[src/rtl/parking_meter_pkg.sv]
// Shared types and constants for the parking meter bank: status encoding,
// button increment/preset tables and a clamp helper.
package parking_meter_pkg;

    typedef enum logic [1:0] {
        ST_EXPIRED = 2'd0,
        ST_LOW     = 2'd1,
        ST_OK      = 2'd2,
        ST_GRACE   = 2'd3
    } meter_state_e;

    localparam int unsigned ADD_VALS    [4] = '{60, 120, 180, 300};
    localparam int unsigned PRESET_VALS [2] = '{15, 150};

    function automatic int unsigned clamp_time(input int unsigned v, input int unsigned max_t);
        return (v > max_t) ? max_t : v;
    endfunction

endpackage

[src/rtl/parking_meter_channel.sv]
// One meter: saturating seconds counter plus its status FSM.
// Optional grace period after expiry is built in when METER_GRACE_EN is defined.
module parking_meter_channel
    import parking_meter_pkg::*;
#(
    parameter int MAX_TIME   = 9999,
    parameter int LOW_THRESH = 180,
`ifdef METER_GRACE_EN
    parameter int GRACE_SEC  = 10,
`endif
    parameter int W          = $clog2(MAX_TIME + 1)
) (
    input  logic         clk,
    input  logic         rst,
    input  logic         tick_i,
    input  logic         btn_i,
    input  logic         load_i,
    input  logic [W-1:0] val_i,
    output logic [W-1:0] cnt_o,
    output meter_state_e state_o
);

    localparam logic [W:0]   MAX_EXT = (W+1)'(MAX_TIME);
    localparam logic [W-1:0] LOW_W   = W'(LOW_THRESH);

    logic [W-1:0] cnt_q, cnt_d;
    meter_state_e state_q, state_d;

    function automatic logic [W-1:0] sat_add(input logic [W-1:0] a, input logic [W-1:0] b);
        logic [W:0] sum;
        sum = {1'b0, a} + {1'b0, b};
        return (sum > MAX_EXT) ? MAX_EXT[W-1:0] : sum[W-1:0];
    endfunction

    function automatic meter_state_e classify(input logic [W-1:0] t);
        if (t == '0)
            return ST_EXPIRED;
        else if (t < LOW_W)
            return ST_LOW;
        else
            return ST_OK;
    endfunction

    // A button on this channel wins over the tick: no decrement that cycle.
    always_comb begin
        cnt_d = cnt_q;
        if (btn_i)
            cnt_d = load_i ? val_i : sat_add(cnt_q, val_i);
        else if (tick_i && cnt_q != '0)
            cnt_d = cnt_q - W'(1);
    end

`ifdef METER_GRACE_EN
    localparam int GW = (GRACE_SEC > 1) ? $clog2(GRACE_SEC) : 1;
    localparam logic [GW-1:0] GRACE_LAST = GW'(GRACE_SEC - 1);

    logic [GW-1:0] grace_q, grace_d;

    always_comb begin
        state_d = classify(cnt_d);
        grace_d = grace_q;
        if (state_q == ST_GRACE && !btn_i) begin
            state_d = ST_GRACE;
            if (tick_i) begin
                if (grace_q == GRACE_LAST)
                    state_d = ST_EXPIRED;
                else
                    grace_d = grace_q + GW'(1);
            end
        end else if (state_q == ST_LOW && cnt_d == '0) begin
            state_d = ST_GRACE;
            grace_d = '0;
        end
    end

    always_ff @(posedge clk or posedge rst) begin
        if (rst)
            grace_q <= '0;
        else
            grace_q <= grace_d;
    end
`else
    always_comb begin
        state_d = classify(cnt_d);
    end
`endif

    always_ff @(posedge clk or posedge rst) begin
        if (rst) begin
            cnt_q   <= '0;
            state_q <= ST_EXPIRED;
        end else begin
            cnt_q   <= cnt_d;
            state_q <= state_d;
        end
    end

    assign cnt_o   = cnt_q;
    assign state_o = state_q;

endmodule

[src/rtl/parking_meter_bank.sv]
// NCH parking meters sharing a 1 Hz divider, one button set steered by ch_sel,
// and a display-blank generator. Define METER_GRACE_EN for the post-expiry grace period.
module parking_meter_bank
    import parking_meter_pkg::*;
#(
    parameter int  CLK_HZ     = 100,
    parameter int  NCH        = 4,
    parameter int  MAX_TIME   = 9999,
    parameter int  LOW_THRESH = 180,
    parameter int  GRACE_SEC  = 10,
    localparam int W          = $clog2(MAX_TIME + 1),
    localparam int SW         = (NCH > 1) ? $clog2(NCH) : 1
) (
    input  logic           clk,
    input  logic           rst,
    input  logic [SW-1:0]  ch_sel,
    input  logic [3:0]     add,
    input  logic [1:0]     preset,
    output logic [W-1:0]   time_out,
    output logic [1:0]     state_out,
    output logic           blank,
    output logic [NCH-1:0] expired,
    output logic           tick
);

    localparam int DW = $clog2(CLK_HZ);
    localparam logic [DW-1:0] DIV_LAST = DW'(CLK_HZ - 1);
    localparam logic [DW-1:0] HALF     = DW'(CLK_HZ / 2);

    if (CLK_HZ < 2 || (CLK_HZ % 2) != 0 || NCH < 1 || NCH > 16 ||
        MAX_TIME < 1 || GRACE_SEC < 1) begin : g_bad_cfg
        $error("parking_meter_bank: unsupported parameter set");
    end

    logic [DW-1:0] div_q, div_d;
    logic [3:0]    add_q, add_press;
    logic [1:0]    preset_q, preset_press;
    logic          act, act_load;
    logic [W-1:0]  act_val;
    logic          blank_q, blank_d;
    logic [W-1:0]  cnt_a [NCH];
    meter_state_e  st_a  [NCH];
    meter_state_e  sel_state;

    assign tick         = (div_q == DIV_LAST);
    assign div_d        = tick ? '0 : div_q + DW'(1);
    assign add_press    = add & ~add_q;
    assign preset_press = preset & ~preset_q;

    // Later assignments win, so the loops run from lowest to highest priority.
    always_comb begin
        act      = 1'b0;
        act_load = 1'b0;
        act_val  = '0;
        for (int i = 1; i >= 0; i--) begin
            if (preset_press[i]) begin
                act      = 1'b1;
                act_load = 1'b1;
                act_val  = W'(clamp_time(PRESET_VALS[i], MAX_TIME));
            end
        end
        for (int i = 3; i >= 0; i--) begin
            if (add_press[i]) begin
                act      = 1'b1;
                act_load = 1'b0;
                act_val  = W'(clamp_time(ADD_VALS[i], MAX_TIME));
            end
        end
    end

    for (genvar i = 0; i < NCH; i++) begin : g_ch
        parking_meter_channel #(
            .MAX_TIME   (MAX_TIME),
            .LOW_THRESH (LOW_THRESH),
`ifdef METER_GRACE_EN
            .GRACE_SEC  (GRACE_SEC),
`endif
            .W          (W)
        ) u_ch (
            .clk     (clk),
            .rst     (rst),
            .tick_i  (tick),
            .btn_i   (act && (ch_sel == SW'(i))),
            .load_i  (act_load),
            .val_i   (act_val),
            .cnt_o   (cnt_a[i]),
            .state_o (st_a[i])
        );
        assign expired[i] = (st_a[i] == ST_EXPIRED);
    end

    // Out-of-range selects read as an expired, empty meter.
    always_comb begin
        time_out  = '0;
        sel_state = ST_EXPIRED;
        for (int i = 0; i < NCH; i++) begin
            if (ch_sel == SW'(i)) begin
                time_out  = cnt_a[i];
                sel_state = st_a[i];
            end
        end
    end

    assign state_out = sel_state;

`ifdef METER_GRACE_EN
    localparam logic [DW-1:0] QUARTER = DW'(CLK_HZ / 4);
    logic [DW-1:0] phase;
    assign phase = (div_q >= HALF) ? div_q - HALF : div_q;
`endif

    always_comb begin
        blank_d = 1'b0;
        case (sel_state)
            ST_EXPIRED: blank_d = (div_q >= HALF);
            ST_LOW:     blank_d = (div_q >= HALF) && !time_out[0];
`ifdef METER_GRACE_EN
            ST_GRACE:   blank_d = (phase >= QUARTER);
`endif
            default:    blank_d = 1'b0;
        endcase
    end

    always_ff @(posedge clk or posedge rst) begin
        if (rst) begin
            div_q    <= '0;
            add_q    <= '0;
            preset_q <= '0;
            blank_q  <= 1'b0;
        end else begin
            div_q    <= div_d;
            add_q    <= add;
            preset_q <= preset;
            blank_q  <= blank_d;
        end
    end

    assign blank = blank_q;

endmodule
[config.mk]
export PLATFORM = sky130hd
export DESIGN_NAME = parking_meter_bank
export DESIGN_NICKNAME = d
export VERILOG_FILES = /design/src/rtl/parking_meter_pkg.sv /design/src/rtl/parking_meter_channel.sv /design/src/rtl/parking_meter_bank.sv
export SDC_FILE = /design/constraint.sdc
export NUM_CORES = 1
export LEC_CHECK = 0
export ABC_AREA = 1
export ABC_CLOCK_PERIOD_IN_PS = 3400
export BUFFER_PORTS_ARGS = -buffer_cell sky130_fd_sc_hd__buf_2
export CORE_MARGIN = 1
export CORE_UTILIZATION = 50
export DETAILED_ROUTE_END_ITERATION = 10
export PLACE_DENSITY = 0.72
export RECOVER_POWER = 100
export SLEW_MARGIN = 30
export SYNTH_ARGS = -nofsm -noshare
export SYNTH_HDL_FRONTEND = slang
export SYNTH_SLANG_ARGS = --single-unit
[constraint.sdc]
create_clock -name clk -period 3.4 [get_ports clk]
set_clock_uncertainty 0.05 [all_clocks]
set_input_delay 0.68 -clock clk [delete_from_list [all_inputs] [get_ports clk]]
set_output_delay 0.68 -clock clk [all_outputs]
set_load 0.005 [all_outputs]
==> flow_summary.ini <==
[yosys]
ys_seq_elements = 78
syn_area_um2 = 8640
synth.distinct_cells = 48
ys_top_cells_by_area = dfrtp_1, nand2_1, inv_1
synthCells = 1488
synthesis.nets = 1545
synth_warnings = 0
synthFlopType = dfrtp_1
avgSynthCellArea_um2 = 5.81
yosysTopAreaCell = dfrtp_1
synth-async-reset-ratio = 1.00
ys_seq_area_frac = 0.226
synth_edf_count = 0
synth_top_area_share = 0.226

[floorplanning]
rows = 47
die_x_um = 133
die_h_um = 133
dieArea_um2 = 17800
coreArea_um2 = 16700
pin_count = 32
start_util = 0.517

[power]
p_int_mw = 4.92
power_frac_seq = 0.187
p_leak_nw = 6.38
clockPowerShare = 0.103
p_sw_mw = 4.84
ir_drop_v = 0.000522
swShare = 0.496
power_frac_comb = 0.711
power_density_nw_per_um2 = 805

[clock_tree]
clkSlewWorstSetupHoldPaths_ns = 0.06
ctsHoldBuffers = 0
cts.sinks = 78
cts_root_buf = clkbuf_16
max-clock-path-buffers = 2
cts.htree.levels = 3
insertion_delay_ns = 0.35
numCtsBuffers = 9
cts_tree = yes

[worst_setup_path]
criticalPathCategory = in -> reg
arrival_ns = 3.90
crit_path_end = g_ch[1].u_ch.state_o[0]
path_depth = 32
crit_buf_inv = 7
r2r_start = add_q[1]
path_max_fanout = 4
max_stage_delay_ns = 0.39
cp_common_cell = nand2_1
cpLargestDelayFamily = simple AND/OR/NAND/NOR gates
reg2regPathDepth = 29
startpoint = add[0]
crit_slowest_cell = fa_2
r2r_slack_ns = -0.25
critPathCaptureType = flip-flop
reg2reg_to = g_ch[2].u_ch.state_o[0]
cp-start-kind = input pin
cp.required_ns = 3.62

[run_status]
violations = negative setup slack
status = complete, but fails checks

[global_route]
grt_pass1_vias = 10293
grt_max_degree = 46
grt_pass1_wl_mm = 49.9
gr-total-overflow = 0
antenna_found_initial = 0
grt_use_total = 0.359

[layout]
multi_input_area_um2 = 6700
fin_cells = 1964
diodes = 0
layout-drive-gt1-share = 0.315
seq_area_um2 = 1950
fill_cells = 1390
area_growth_pct = 40.3
nets = 1797
final_cell_mix = nand2_1, inv_1, buf_4
mostFrequentLayoutCell = nand2_1

[place]
dp.cells = 1903
numPortBuffers = 31
hpwl_mm = 24.3
gp_congestion = 1.10

[routing]
ant_nets = 0
wl_mm = 33.1
wl_per_cell_um = 16.9
drt_pass1_iterations = 6
drc = 0
drt_iter0_drc = 1156
vias = 11001
vias_per_cell = 5.60

[timing]
setup_tns_ns = -2.29
fmax_ghz = 0.272
layout_min_cycle_time_ns = 3.68
slew_viol_final = 0
hold_viol = 0
fin_crit_sh = 1.08
rsz0062_at_grt = true
worstMarginPinSlew_ns = 0.858
fin_ws_ns = -0.277
setup_viol = 19
slew_headroom = 0.428

[worst_hold_path]
hold_path_class = in -> reg

[run]
maxCapViolCount = 0
## worst reg2reg max path, delay by kind of cell (launching register included)
family | cells | cell delay, ns
flip-flops | 1 | 0.40
adder cells (fa/ha/maj) | 1 | 0.20
buffers and inverters | 8 | 0.90
AND/OR/NAND/NOR | 20 | 2.00
## kinds of logic after synthesis
family                   count (synthesis)  share of synthesized area
adder cells (fa/ha/maj)                 47                     0.0715
XOR/XNOR                                30                     0.0304
AO/OA/AOI/OAI                          141                     0.0940
flip-flops                              78                      0.226
AND/OR/NAND/NOR                        936                      0.463
buffers and inverters                  256                      0.115
## flip-flops by register name, summed over array words and instances, names as in the netlist
register           cells
preset_q               2
add_q                  4
g_ch.u_ch.cnt_o       56
g_ch.u_ch.state_o      8
blank                  1
div_q                  7
## what timing repair did
action	in CTS	in global routing
endpoints found under the setup margin	32	52
buffers inserted	28	16
gates resized for setup	87	167
pin swaps	59	54
gates cloned	3	0
## routing by layer
layer | vias to the layer above | global-route usage | wire [um]
met5 | - | 0 | 0
met4 | 0 | 0.187 | 1890
met3 | 147 | 0.0791 | 3060
met2 | 539 | 0.580 | 15200
met1 | 5080 | 0.448 | 13000
li1 | 5235 | - | -
## cell usage after synthesis (9+ instances only)
cell / instances
nand2_1: 487
inv_1: 226
nor2_1: 187
nand3_1: 148
dfrtp_1: 78
a21oi_1: 51
ha_1: 43
o21ai_0: 35
nand4_1: 28
xor2_1: 27
nor3_1: 23
nand2_2: 20
nor2_2: 12
o21ai_1: 12
inv_2: 10
o22ai_1: 10
clkbuf_1: 9
## cell type report
class                           instances  share of cell area
Multi-Input combinational cell       1157               0.553
Timing Repair Buffer                  256               0.163
Sequential cell                        78               0.161
Inverter                              238              0.0757
Tap cell                              220              0.0227
Clock buffer                           12              0.0212
Clock inverter                          3             0.00361
## power by group through the flow
stage | Combinational [mW] | Clock (mW) | Sequential (mW)
2_1_floorplan | 3.48 | 0 | 1.48
3_3_place_gp | 5.51 | 0 | 1.76
3_5_place_dp | 5.61 | 0 | 1.75
4_1_cts | 6.07 | 1.01 | 1.75
5_1_grt | 7.58 | 1.04 | 1.84
6_report | 6.94 | 1.00 | 1.82
## stage by stage
| step | cell area (um^2) | worst slack [ns] | utilization | hold WS (ns) | power, mW |
|---|---|---|---|---|---|
| finish | 12100 | -0.277 | 0.726 | 0.395 | 9.76 |
| global route | 12100 | -0.522 | 0.726 | 0.395 | 10.5 |
| CTS | 11400 | -0.152 | 0.680 | 0.390 | 8.82 |
| detailed placement | 10500 | -0.704 | 0.628 | 0.439 | 7.36 |
| global placement | 10500 | -0.618 | 0.628 | 0.427 | 7.26 |
| floorplan | 8780 | -0.0825 | - | 0.405 | 4.96 |
## worst min-delay path by stage
| stage | from | end | slack (ns) | depth (start not counted) |
|---|---|---|---|---|
| after floorplan | div_q[0] | div_q[0] | 0.40 | 1 |
| after global placement | div_q[0] | div_q[0] | 0.43 | 1 |
| after detailed placement | div_q[0] | div_q[0] | 0.44 | 1 |
| after CTS | add[3] | add_q[3] | 0.39 | 1 |
| after global routing | add[1] | add_q[1] | 0.39 | 1 |
| final | preset[0] | preset_q[0] | 0.39 | 1 |
Power figures use the tool's default switching activity.
